[config.mk]
export PLATFORM = sky130hd
export DESIGN_NAME = countdown12_timer
export DESIGN_NICKNAME = d
export VERILOG_FILES = /design/src/rtl/countdown12_timer.sv
export SDC_FILE = /design/constraint.sdc
export NUM_CORES = 1
export LEC_CHECK = 0
export CAP_MARGIN = 0
export CORE_AREA = 2 2 42 44
export DETAILED_ROUTE_END_ITERATION = 16
export DIE_AREA = 0 0 44 46
export PLACE_DENSITY_LB_ADDON = 0.2
export RECOVER_POWER = 25
export SYNTH_ARGS = -nofsm -noshare
export SYNTH_HDL_FRONTEND = slang
export SYNTH_SLANG_ARGS = --single-unit
[constraint.sdc]
create_clock -name clk -period 3.92 [get_ports clk]
set_clock_uncertainty 0.2 [all_clocks]
set_input_delay 0.98 -clock clk [delete_from_list [all_inputs] [get_ports clk]]
set_output_delay 0.98 -clock clk [all_outputs]
set_load 0.01 [all_outputs]
[src/rtl/countdown12_timer.sv]
// Loadable, pausable 0..MAX_VAL down-counter with an IDLE/RUN/DONE sequencer and a one-cycle borrow pulse.
// Define AUTO_RELOAD_EN to restart from the last loaded value on expiry instead of stopping in DONE.
module countdown12_timer #(
    parameter int WIDTH   = 4,
    parameter int MAX_VAL = 12
) (
    input  logic             clk,
    input  logic             rst,
    input  logic             load,
    input  logic [WIDTH-1:0] load_val,
    input  logic             start,
    input  logic             pause,
    input  logic             tick,
    output logic [WIDTH-1:0] cnt,
    output logic             busy,
    output logic             done,
    output logic             borrow
);

    localparam logic [WIDTH-1:0] MAX_VEC = WIDTH'(MAX_VAL);
    localparam logic [WIDTH-1:0] ONE_VEC = WIDTH'(1);

    typedef enum logic [1:0] {
        ST_IDLE = 2'd0,
        ST_RUN  = 2'd1,
        ST_DONE = 2'd2
    } state_t;

    state_t           state_reg, state_next;
    logic [WIDTH-1:0] cnt_reg, cnt_next;
    logic             borrow_reg, borrow_next;
    logic [WIDTH-1:0] load_clamped;
    logic             load_over;
`ifdef AUTO_RELOAD_EN
    logic [WIDTH-1:0] reload_reg, reload_next;
`endif

    // Out-of-range presets saturate to MAX_VAL so cnt can never leave 0..MAX_VAL.
    assign load_over = (load_val > MAX_VEC);

    generate
        for (genvar gi = 0; gi < WIDTH; gi++) begin : g_clamp
            assign load_clamped[gi] = load_over ? MAX_VEC[gi] : load_val[gi];
        end
    endgenerate

    always_ff @(posedge clk) begin
        if (rst) begin
            state_reg  <= ST_IDLE;
            cnt_reg    <= '0;
            borrow_reg <= 1'b0;
`ifdef AUTO_RELOAD_EN
            reload_reg <= '0;
`endif
        end else begin
            state_reg  <= state_next;
            cnt_reg    <= cnt_next;
            borrow_reg <= borrow_next;
`ifdef AUTO_RELOAD_EN
            reload_reg <= reload_next;
`endif
        end
    end

    always_comb begin
        state_next  = state_reg;
        cnt_next    = cnt_reg;
        borrow_next = 1'b0;
`ifdef AUTO_RELOAD_EN
        reload_next = reload_reg;
`endif
        if (load) begin
            cnt_next   = load_clamped;
            state_next = ST_IDLE;
`ifdef AUTO_RELOAD_EN
            reload_next = load_clamped;
`endif
        end else begin
            case (state_reg)
                ST_IDLE: begin
                    if (start && (cnt_reg != '0)) begin
                        state_next = ST_RUN;
                    end
                end
                ST_RUN: begin
                    if (tick && !pause) begin
                        if (cnt_reg > ONE_VEC) begin
                            cnt_next = cnt_reg - ONE_VEC;
                        end else if (cnt_reg == ONE_VEC) begin
                            borrow_next = 1'b1;
`ifdef AUTO_RELOAD_EN
                            // A zero reload value would spin in RUN at 0, so expire normally instead.
                            if (reload_reg != '0) begin
                                cnt_next = reload_reg;
                            end else begin
                                cnt_next   = '0;
                                state_next = ST_DONE;
                            end
`else
                            cnt_next   = '0;
                            state_next = ST_DONE;
`endif
                        end
                    end
                end
                ST_DONE: begin
                    cnt_next = '0;
                end
                default: begin
                    state_next = ST_IDLE;
                    cnt_next   = '0;
                end
            endcase
        end
    end

    always_comb begin
        cnt    = cnt_reg;
        busy   = (state_reg == ST_RUN);
        done   = (state_reg == ST_DONE);
        borrow = borrow_reg;
    end

endmodule

==> results.md <==
* Outcome: completed
* Post-synth top flop: dfxtp_1
* Clock sinks at 7
* RSZ-0062 raised after global routing: no
* Setup bufs post-CTS at 0
* Hold WC Path Type: reg -> reg
* WHS Endpoint: state_reg[0]
* HPWL after detailed placement at 806 um
* Maxcap violations at 0
* First-pass GRT wire length at 1710 um
* Leakage at 0.252 nW
* Post-synthesis simple-gate area fraction at 24.6%
* Largest cells by area after synthesis: dfxtp_1, ha_1, a311oi_4
* CP required at 2.74 ns
* Total CTS buffers at 3
* Initial antenna violation count at 0
* Die Width at 44 um
* Setup TNS Final at 0 ns
* Crit Reg-Reg Startpoint: cnt[1]
* Buffer depth of the longest clock path at 2
* Final RePlAce weighted congestion at 0.757
* # setup viols final at 0
* Pre-CTS WS at 1.13 ns
* H-tree Lvls at 1
* Top cell type's share of synthesized area at 31.6%
* Layout cells sized above 1 at 10.1%
* Worst hold path stage count at 1
* Overall Global Routing Usage at 12.0%
* Largest area contributor in the netlist: dfxtp_1
* VDD IR max at 0.134 mV
* Kind of critical path: reg -> out
* RR Endpoint: cnt[1]
* Synth unique cells at 27
* Vias per cell at 5.03
* WHS at 0.378 ns
* Xor/xnor cell area share of the yosys netlist at 0%
* Final-report hold violation count at 0
* Count leader, synth: dfxtp_1
* # DRC at 0
* Synth Area in Adders at 8.47%
* Synth Area in Compound Gates at 28.2%
* CP startpoint kind: register
* Hold-fix buffers, CTS at 0
* Initial drt markers at 7
* Vias in the first global route at 395
* Worst reg2reg setup slack at 1.58 ns
* Worst slew margin at 74.0%
* Overflow after GRT at 0
* Total number of vias at 433
* Yosys reg bits at 7
* Hold Crit Start: state_reg[1]
* Largest family of logic cells by synthesized area: compound AO/OA/AOI/OAI gates
* I/O pin total at 17
* Mapped Area at 443 um^2
* Crit. End Element: primary output
* CTS root buf: clkbuf_4
* Max Fclk at 380 MHz
* ANT cells at 0
* Mux contribution to synthesized area at 0%
* Worst-case reg-to-reg path depth at 6
* Final worst setup slack at 1.29 ns
* Fin crit share at 67.2%
* Synthesized instance count at 51
* Core ar. at 1610 um^2
* Asr flop ratio synth at 0%
* Power density over cell area at 294 nW/um^2
* Register area share after synthesis at 31.6%
* CTS resizes at 0
* PnR Total Power at 0.000188 W
* CP arrival at 1.45 ns
* Clock insertion delay at the later pin of the skew report at 0.25 ns
* Std cell rows at 15
* WL/cell at 12.2 um
* Final WL at 1050 um
* CTS tree: built
* Routed Antenna Nets at 0
* Die area at 2020 um^2
* Warnings, synthesis at 0
* Pin count of the biggest net entering global routing at 10
* Net Count, Synth at 64
* Area Growth Syn to Fin at 44.9%
* PortBufs at 16
* Post-layout util at 39.8%
* DRT Pass-1 Iters at 4
* Worst Path Max Fanout at 4
* Commonest cells in the netlist: dfxtp_1, inv_1, nor2_1
* Die height at 46 um
* Clock Pin Slew Worst Setup and Hold Paths at 0.05 ns
* Slew Limit Fails at 0
* Initial Utilization at 27.4%
* Syn_area_per_cell at 8.68 um^2
* Least-Margin Pin Slew at 0.390 ns
* Final #Nets at 83
* Max FFs per register at 4
* Number of synthesized flops with an enable pin at 0
* Final Critical Period at 2.63 ns
## how the worst max path moves through the flow
stage	from	endpoint	slack, ns
detailed placement	load	cnt[0]	1.13
floorplan	cnt[1]	cnt[0]	1.75
global placement	load	cnt[1]	1.17
global route	state_reg[0]	busy	1.21
CTS	state_reg[0]	busy	1.27
finish	state_reg[0]	busy	1.29
## metal layers
layer  up-vias  global-route usage [%]  wire, um
li1        226                       -         -
met1       195                    14.0       457
met2        12                    19.4       510
met3         0                    6.75        80
met4         0                    1.82         0
met5         -                       0         0
## report_power, final
part | switching, W | leakage (nW) | internal, W
clock network | 0.0000262 | 0.0150 | 0.0000388
logic | 0.0000204 | 0.179 | 0.0000248
registers | 0.00000395 | 0.0572 | 0.0000743
## layout make-up
class                   instances  area [um^2]
clock buffers                   4         26.3
well taps                      17         21.3
inverters                       6         22.5
fillers                       185          972
flip-flops and latches          7          140
repair buffers                 16          160
multi-input cells              36          272
## cell families (layout without fill, tap and decap cells)
| family | Yosys count | in the layout |
|---|---|---|
| compound gates | 14 | 14 |
| buf+inv | 8 | 26 |
| flops | 7 | 7 |
| fa+ha+maj | 3 | 3 |
| simple gates | 19 | 19 |
## through the flow
stage | cell area [um^2] | instances
final | 642 | 86
after global routing | 642 | 86
after CTS | 642 | 86
after detailed placement | 616 | 82
after global placement | 616 | 82
after floorplan | 443 | 51
## cells in the final DEF, fill, tap and decap left out, types with 3 or more instances in the layout
cell type / netlist / layout
nor2_1: 5 / 5
clkbuf_4: 0 / 3
a21oi_1: 3 / 3
clkdlybuf4s50_1: 0 / 14
nand2_1: 3 / 3
ha_1: 3 / 3
dfxtp_1: 7 / 7
inv_1: 6 / 6
## critical path, stage by stage, from the launching register on
cell	delay, ns
dfxtp_1	0.41
inv_1	0.11
nor2_1	0.13
clkdlybuf4s50_1	0.55
No activity file was read; power rests on OpenSTA's default activity.
